===== src/rtl/fir_accumulator_if.sv =====
`default_nettype none
// ============================================================================
// Module      : fir_accumulator_if
// Description : Stream-in / result-out handshake bundle for fir_accumulator.
// Revision    : 1.0 - initial release
// ============================================================================
interface fir_accumulator_if #(
    parameter int WIDTH     = 8,
    parameter int ACC_WIDTH = WIDTH + 4
);
    logic                 in_valid;
    logic                 in_ready;
    logic [WIDTH-1:0]     in_data;
    logic                 out_valid;
    logic                 out_ready;
    logic [ACC_WIDTH-1:0] out_data;
    logic                 out_overflow;

    modport master (
        output in_valid, in_data, out_ready,
        input  in_ready, out_valid, out_data, out_overflow
    );

    modport slave (
        input  in_valid, in_data, out_ready,
        output in_ready, out_valid, out_data, out_overflow
    );
endinterface
`default_nettype wire


===== src/rtl/fir_accumulator.sv =====
`default_nettype none
// ============================================================================
// Module      : fir_accumulator
// Description : Sums NUM_TAPS signed products per frame and presents the
//               wrapped sum with a sticky signed-overflow flag.
// Revision    : 1.0 - initial release
// ============================================================================
module fir_accumulator #(
    parameter int WIDTH     = 8,
    parameter int ACC_WIDTH = WIDTH + 4,
    parameter int NUM_TAPS  = 4
) (
    input  wire logic             clk,
    input  wire logic             rst_n,
    input  wire logic             clear,
    fir_accumulator_if.slave      bus,
    output logic                  busy
);
    localparam int               c_CNT_W = $clog2(NUM_TAPS + 1);
    localparam logic [c_CNT_W-1:0] c_LAST  = c_CNT_W'(NUM_TAPS - 1);
    localparam logic [c_CNT_W-1:0] c_ONE   = c_CNT_W'(1);

    typedef enum logic [1:0] {
        S_IDLE  = 2'd0,
        S_ACCUM = 2'd1,
        S_HOLD  = 2'd2
    } state_t;

    state_t               r_state;
    state_t               w_state_nxt;
    logic [ACC_WIDTH-1:0] r_acc;
    logic [c_CNT_W-1:0]   r_tap_cnt;
    logic                 r_ovf;
    logic [ACC_WIDTH-1:0] w_ext;
    logic [ACC_WIDTH-1:0] w_sum;
    logic                 w_sum_ovf;
    logic                 w_load;
    logic                 w_add;

    generate
        if (ACC_WIDTH > WIDTH) begin : g_ext_wide
            assign w_ext = {{(ACC_WIDTH - WIDTH){bus.in_data[WIDTH-1]}}, bus.in_data};
        end else begin : g_ext_same
            assign w_ext = bus.in_data;
        end
    endgenerate

    assign w_sum     = r_acc + w_ext;
    // Signed overflow: operands agree in sign but the wrapped sum does not.
    assign w_sum_ovf = (r_acc[ACC_WIDTH-1] == w_ext[ACC_WIDTH-1]) &&
                       (w_sum[ACC_WIDTH-1] != r_acc[ACC_WIDTH-1]);

    always_ff @(posedge clk or negedge rst_n) begin
        if (!rst_n) begin
            r_state <= S_IDLE;
        end else begin
            r_state <= w_state_nxt;
        end
    end

    always_comb begin
        w_state_nxt      = r_state;
        w_load           = 1'b0;
        w_add            = 1'b0;
        bus.in_ready     = (r_state != S_HOLD);
        bus.out_valid    = (r_state == S_HOLD);
        bus.out_data     = r_acc;
        bus.out_overflow = r_ovf;
        busy             = (r_state == S_ACCUM);
        if (clear) begin
            w_state_nxt = S_IDLE;
        end else begin
            case (r_state)
                S_IDLE: begin
                    if (bus.in_valid) begin
                        w_load      = 1'b1;
                        w_state_nxt = S_ACCUM;
                    end
                end
                S_ACCUM: begin
                    if (bus.in_valid) begin
                        w_add = 1'b1;
                        if (r_tap_cnt == c_LAST) begin
                            w_state_nxt = S_HOLD;
                        end
                    end
                end
                S_HOLD: begin
                    if (bus.out_ready) begin
                        w_state_nxt = S_IDLE;
                    end
                end
                default: w_state_nxt = S_IDLE;
            endcase
        end
    end

    always_ff @(posedge clk or negedge rst_n) begin
        if (!rst_n) begin
            r_acc     <= '0;
            r_tap_cnt <= '0;
            r_ovf     <= 1'b0;
        end else if (clear) begin
            r_tap_cnt <= '0;
            r_ovf     <= 1'b0;
        end else if (w_load) begin
            r_acc     <= w_ext;
            r_tap_cnt <= c_ONE;
            r_ovf     <= 1'b0;
        end else if (w_add) begin
            r_acc     <= w_sum;
            r_tap_cnt <= r_tap_cnt + c_ONE;
            if (w_sum_ovf) begin
                r_ovf <= 1'b1;
            end
        end
    end
endmodule
`default_nettype wire


===== src/flat_wrapper.sv =====
// flat-port wrapper written by rule: the top's interface ports become plain ports
module fir_accumulator_flat 
#(
    parameter int WIDTH     = 8,
    parameter int ACC_WIDTH = WIDTH + 4,
    parameter int NUM_TAPS  = 4
)
  (clk, rst_n, clear, busy, bus_in_valid, bus_in_data, bus_out_ready, bus_in_ready, bus_out_valid, bus_out_data, bus_out_overflow);
  fir_accumulator_if #(.WIDTH(WIDTH), .ACC_WIDTH(ACC_WIDTH)) bus_i ();
  input  wire logic clk;
  input  wire logic rst_n;
  input  wire logic clear;
  output logic busy;
  input wire logic [$bits(bus_i.in_valid)-1:0] bus_in_valid;
  input wire logic [$bits(bus_i.in_data)-1:0] bus_in_data;
  input wire logic [$bits(bus_i.out_ready)-1:0] bus_out_ready;
  output wire logic [$bits(bus_i.in_ready)-1:0] bus_in_ready;
  output wire logic [$bits(bus_i.out_valid)-1:0] bus_out_valid;
  output wire logic [$bits(bus_i.out_data)-1:0] bus_out_data;
  output wire logic [$bits(bus_i.out_overflow)-1:0] bus_out_overflow;
  assign bus_i.in_valid = bus_in_valid;
  assign bus_i.in_data = bus_in_data;
  assign bus_i.out_ready = bus_out_ready;
  assign bus_in_ready = bus_i.in_ready;
  assign bus_out_valid = bus_i.out_valid;
  assign bus_out_data = bus_i.out_data;
  assign bus_out_overflow = bus_i.out_overflow;
  fir_accumulator #(.WIDTH(WIDTH), .ACC_WIDTH(ACC_WIDTH), .NUM_TAPS(NUM_TAPS)) u_core (.clk(clk), .rst_n(rst_n), .clear(clear), .bus(bus_i), .busy(busy));
endmodule

===== config.mk =====
export PLATFORM = sky130hd
export DESIGN_NAME = fir_accumulator_flat
export DESIGN_NICKNAME = d
export VERILOG_FILES = /design/src/rtl/fir_accumulator_if.sv /design/src/rtl/fir_accumulator.sv /design/src/flat_wrapper.sv
export SDC_FILE = /design/constraint.sdc
export NUM_CORES = 1
export LEC_CHECK = 0
export BUFFER_PORTS_ARGS = -buffer_cell sky130_fd_sc_hd__buf_2
export CORE_MARGIN = 1
export CORE_UTILIZATION = 50
export DETAILED_ROUTE_END_ITERATION = 6
export PLACE_DENSITY = 0.85
export SYNTH_ARGS = -nofsm -noshare
export SYNTH_HDL_FRONTEND = slang
export SYNTH_SLANG_ARGS = --single-unit

===== constraint.sdc =====
create_clock -name clk -period 3.9 [get_ports clk]
set_input_delay 0.78 -clock clk [delete_from_list [all_inputs] [get_ports clk]]
set_output_delay 0.78 -clock clk [all_outputs]
set_load 0.02 [all_outputs]

=== Yosys cells after proc, flatten, opt, wreduce, memory -nomap -nowiden ===
Cells that the tools add are included.

* Register bits: 18
* Input bits: 13
* Output and inout port bits: 16
* Word-level logic and storage cells: 45

* Add/sub/neg operators: 2
* Eq/ne operators: 10
* Multiplexer cells: 20
* Bitwise gates (word level): 1
* Reductions and logical operators: 8

{| class="wikitable"
|+ Operators with widths
! kind !! count
|-
| 12-bit two-way mux || 2
|-
| 12-bit adder || 1
|-
| 2-bit two-way mux || 5
|-
| 1-bit two-way mux || 9
|-
| 3-bit two-way mux || 3
|-
| 3-bit by 2-bit != test with 1-bit output, second input constant || 2
|-
| 3-bit != test, second input constant || 2
|-
| 2-bit case mux with 3 select lines || 1
|-
| 3-bit nonzero test || 2
|-
| 2-bit AND reduction || 2
|-
| 4-bit AND reduction || 1
|-
| 3-bit by 1-bit adder with 3-bit output, second input constant || 1
|-
| 3-bit by 2-bit == test with 1-bit output, second input constant || 1
|-
| 2-bit by 1-bit == test with 1-bit output, second input constant || 1
|-
| 2-bit == test, second input constant || 1
|-
| 2-bit zero test || 1
|-
| 2-bit != test, second input constant || 1
|-
| 2-bit nonzero test || 1
|-
| 1-bit == test || 1
|-
| 1-bit logical AND || 1
|-
| 1-bit != test || 1
|-
| 1-bit inverter || 1
|}

=== Logic depth before layout (Yosys ltp) ===
* Word-level depth: 7
* Mapped depth: 9
* Mapped depth without buffers: 9

=== Least setup slack after synthesis ===
No wires, ideal clock.

* Path kind: input-to-reg
* Start: input bus_in_data[7]
* End: register u_core.r_acc[11], in the netlist u_core.bus.out_data[11]
* Setup time: 0.099 ns
* Arrival: 2.330 ns
* Data required time: 3.801 ns
* Path slack: 1.470 ns
* Stages: 7
* Buffers on the path: 0
* Cells stage by stage: ha_1 -> a41o_1 -> a21o_1 -> a2111oi_4 -> or2b_1 -> a211oi_1 -> a311oi_1

* Word-level cells in the longest chain between the ends: 3

{| class="wikitable"
|+ RTL lines
! element !! line !! source
|-
| start: declaration || flat_wrapper.sv:15 || <nowiki>input wire logic [$bits(bus_i.in_data)-1:0] bus_in_data;</nowiki>
|-
| 12-bit adder || fir_accumulator.sv:48 || <nowiki>assign w_sum = r_acc + w_ext;</nowiki>
|-
| 12-bit two-way mux || fir_accumulator.sv:110 || <nowiki>end else if (w_add) begin</nowiki>
|-
| 12-bit two-way mux (*) || fir_accumulator.sv:106 || <nowiki>end else if (w_load) begin</nowiki>
|-
| end signal: assignment || fir_accumulator.sv:107 || <nowiki>r_acc <= w_ext;</nowiki>
|-
| end signal: assignment || fir_accumulator.sv:111 || <nowiki>r_acc <= w_sum;</nowiki>
|-
| end: declaration || fir_accumulator.sv:31 || <nowiki>logic [ACC_WIDTH-1:0] r_acc;</nowiki>
|}

Mark *: on every way between the ends. The rest lies on a longest branch, timed or not. The select of a mux whose other input is x is not followed.
A chain may end at the register's enable or synchronous reset.

=== Worst setup path after layout ===
* Start: register u_core.r_state[0]
* End: output bus_out_valid

* Word-level cells in the longest chain between the ends: 1

{| class="wikitable"
|+ RTL lines
! element !! line !! source
|-
| start: declaration || fir_accumulator.sv:29 || <nowiki>state_t r_state;</nowiki>
|-
| start signal: assignment || fir_accumulator.sv:57 || <nowiki>r_state <= w_state_nxt;</nowiki>
|-
| 2-bit == test || fir_accumulator.sv:66 || <nowiki>bus.out_valid = (r_state == S_HOLD);</nowiki>
|-
| end: declaration || flat_wrapper.sv:18 || <nowiki>output wire logic [$bits(bus_i.out_valid)-1:0] bus_out_valid;</nowiki>
|}

No other way between the ends.

==> results.json <==
{
  "status": "finished clean",
  "slowest_delay_ns": 0.71,
  "crit_path_cell_trace": "inv_1 > nand2_1 > inv_1 > buf_2",
  "ys_types": 41,
  "cts.sinks": 18,
  "power_mw": 0.7089,
  "worst_ep_arrival_time_ns": 1.78,
  "cellLeakagePower_nw": 0.7710,
  "cp_slowest_cell": "dfrtp_1",
  "dieHeight_um": 55.37,
  "multi_input_area_um2": 894.6,
  "cp_max_fo": 15,
  "powerDensity_mw_per_mm2": 447.2,
  "ios": 29,
  "port_buffers": 28,
  "synth_compound_area_frac": 0.2258,
  "syn_nets": 189,
  "dr.pass1.iters": 4,
  "ys_ff_latch": 18,
  "ant_nets": 0,
  "drtIter0Drc": 40,
  "drt-wirelength-per-cell_um": 14.31,
  "synthSimpleGateAreaFrac": 0.2047,
  "gr-usage-all-layers": 0.2143,
  "synth_top_family_by_area": "compound AO/OA/AOI/OAI gates",
  "relSlewSlack": 0.5239,
  "end_kind": "primary output",
  "rr_endpoint": "u_core.bus.out_data[11]",
  "synth_xor_area_frac": 0.02460,
  "start_util": 0.5498,
  "route.vias.total": 1302,
  "dieArea_mm2": 0.003065,
  "cp-start-kind": "flop",
  "cts_tree": "yes",
  "dpl.hpwl_um": 2347,
  "hold_path_class": "input pin to asynchronous set/reset pin",
  "finalCriticalPeriod_ns": 2.560,
  "drv_cap": 0,
  "synth_fa_ha_area_frac": 0.1283,
  "num_antenna_cells": 0,
  "grt_pass1_wl_um": 5313,
  "ff_latch_area_um2": 450.4,
  "grt_pass1_vias": 1248,
  "final-hold-violation-count": 0,
  "crit_type": "flop to primary output",
  "finalSetupViolCount": 0,
  "antenna_found_initial": 0,
  "wl_um": 3106,
  "clockBufferDepth": 2,
  "cts_resized": 0,
  "maxSlewViolCount": 0,
  "cts_root_buf": "clkbuf_4",
  "rsz0062_at_grt": "no",
  "routabilityCongestion": 0.8297,
  "crit_top_cell": "inv_1",
  "dp.cells": 213,
  "clkLatencyLatePin_ns": 0.31,
  "cts_max_level": 1,
  "crit_required_ns": 3.12,
  "grt_remaining_overflow": 0,
  "syn_area_per_cell_um2": 8.789,
  "synthCells": 162,
  "core_mm2": 0.002590,
  "num_rows": 18,
  "peakVddDrop_v": 0.0003055,
  "instances_no_fill": 217,
  "die_w_um": 55.37,
  "numCtsBuffers": 3,
  "clock.fmax_ghz": 0.3906,
  "drc_errors": 0,
  "final_nets": 215,
  "hold_buffers": 0,
  "synth.cell_area_mm2": 0.001424,
  "fin_crit_sh": 0.6565,
  "num-fill-cells": 242,
  "rrSetupSlack_ns": 1.60,
  "clock_skew_ns": 0.01269,
  "r2r-start": "u_core.bus.out_data[7]",
  "reg2reg_depth": 7,
  "syn_to_final_growth_pct": 11.34,
  "grt_max_degree": 19,
  "tns_ns": 0,
  "clkTransAtPathRegs_ns": 0.12,
  "cts_setup_buffers": 0,
  "synth.mux.area_fraction": 0.04482,
  "yosysWarningCount": 0,
  "ys_seq_area_frac": 0.3163,
  "vias_per_cell": 6.000,
  "drive_above_1_share": 0.2246,
  "worst_pin_slew_ns": 0.7115
}
==> power by group <==
group          internal (mW)  switching [mW]  total [mW]
clock network         0.0569          0.0656       0.123
logic                  0.144           0.194       0.338
registers              0.217          0.0309       0.248
total                  0.419           0.290       0.709
==> routing by layer <==
layer	GRT usage	vias up	wire, µm
li1	-	641	-
met1	0.2467	613	1332
met2	0.3907	40	1578
met3	0.02810	8	133
met4	0.09643	0	62
met5	0	-	0
==> layout by cell type (no fill, tap or decap), types with 3 or more instances in the layout <==
master	instances
dfrtp_1	18
nor3_1	5
ha_1	13
xnor2_1	3
a21oi_1	12
clkbuf_4	3
or3_1	3
a21o_1	3
a211oi_1	5
nand2_1	16
nand2b_1	4
mux2_2	3
nand3_1	13
buf_2	28
mux2i_1	3
inv_1	7
o21ai_0	13
nor2_1	8
==> kinds of logic after synthesis <==
logic type / count (synthesis)
xor+xnor: 4
simple gates: 59
fa+ha+maj: 14
compound gates: 47
buf+inv: 14
flops: 18
mux: 6
==> cell type report <==
cell class	count	area share
repair buffers	28	0.08840
inverters	7	0.01657
flip-flops and latches	18	0.2841
multi-input cells	130	0.5643
clock buffers	4	0.02289
well taps	30	0.02368
==> synthesized netlist by cell type <==
| cell | n | area [µm²] |
|---|---|---|
| o21bai_1 | 2 | 15.01 |
| nor2b_1 | 1 | 6.260 |
| ha_1 | 13 | 162.7 |
| a211oi_1 | 5 | 37.54 |
| nand3_1 | 13 | 65.06 |
| mux2_2 | 3 | 33.78 |
| o211ai_1 | 1 | 7.510 |
| clkbuf_8 | 1 | 13.76 |
| o21ai_0 | 13 | 65.06 |
| a21oi_1 | 12 | 60.06 |
| or3_1 | 3 | 18.77 |
| or2b_1 | 1 | 7.510 |
| clkbuf_1 | 3 | 11.26 |
| a41o_1 | 1 | 10.01 |
| nand2_1 | 16 | 60.06 |
| or2_2 | 1 | 6.260 |
| a31o_2 | 2 | 17.52 |
| and3_1 | 2 | 12.51 |
| clkbuf_2 | 1 | 5.000 |
| or3_2 | 1 | 7.510 |
| nand4_1 | 1 | 6.260 |
| a31oi_1 | 1 | 6.260 |
| nor3_1 | 5 | 25.02 |
| xnor2_1 | 3 | 26.28 |
| a311oi_1 | 1 | 8.760 |
| a41o_2 | 1 | 11.26 |
| buf_6 | 2 | 22.52 |
| xor2_1 | 1 | 8.760 |
| nor4_1 | 1 | 6.260 |
| a21o_1 | 3 | 22.52 |
| nand2b_1 | 4 | 25.02 |
| o21a_1 | 2 | 15.01 |
| and3_2 | 1 | 7.510 |
| a2111oi_4 | 1 | 27.53 |
| and2b_1 | 1 | 7.510 |
| o31a_1 | 2 | 17.52 |
| inv_1 | 7 | 26.28 |
| nor2_1 | 8 | 30.03 |
| fa_1 | 1 | 20.02 |
| mux2i_1 | 3 | 30.03 |
| dfrtp_1 | 18 | 450.4 |
==> stage by stage <==
step	hold WS (ns)	area, µm²	utilization	setup WS (ns)
2_1_floorplan	0.4559	1424	-	1.470
4_1_cts	0.4005	1585	0.6121	1.370
3_5_place_dp	0.4978	1549	0.5981	1.039
3_3_place_gp	0.4794	1549	0.5981	1.190
5_1_grt	0.4218	1585	0.6121	1.208
6_report	0.3841	1585	0.6121	1.340
==> state kept, by name (all words and copies together), names as in the netlist <==
name	flops
u_core.r_tap_cnt	3
u_core.r_state	2
u_core.bus.out_data	12
u_core.bus.out_overflow	1
==> how the worst max path moves through the flow <==
stage / slack, ns / to / start / cells past startpoint
2_1_floorplan: 1.47 / u_core.bus.out_data[11] / bus_in_data[7] / 7
3_3_place_gp: 1.19 / u_core.bus.out_data[11] / bus_in_data[7] / 8
3_5_place_dp: 1.04 / u_core.bus.out_data[11] / bus_in_data[7] / 8
4_1_cts: 1.37 / bus_out_valid / u_core.r_state[0] / 4
5_1_grt: 1.21 / bus_out_valid / u_core.r_state[0] / 4
6_report: 1.34 / bus_out_valid / u_core.r_state[0] / 4
==> worst max-delay path: cells and delay by family (launching register included) <==
| kind | cells | cell delay (ns) |
|---|---|---|
| DFF | 1 | 0.71 |
| buffers and inverters | 3 | 0.57 |
| and+or+nand+nor | 1 | 0.19 |
Power figures use the tool's default switching activity.
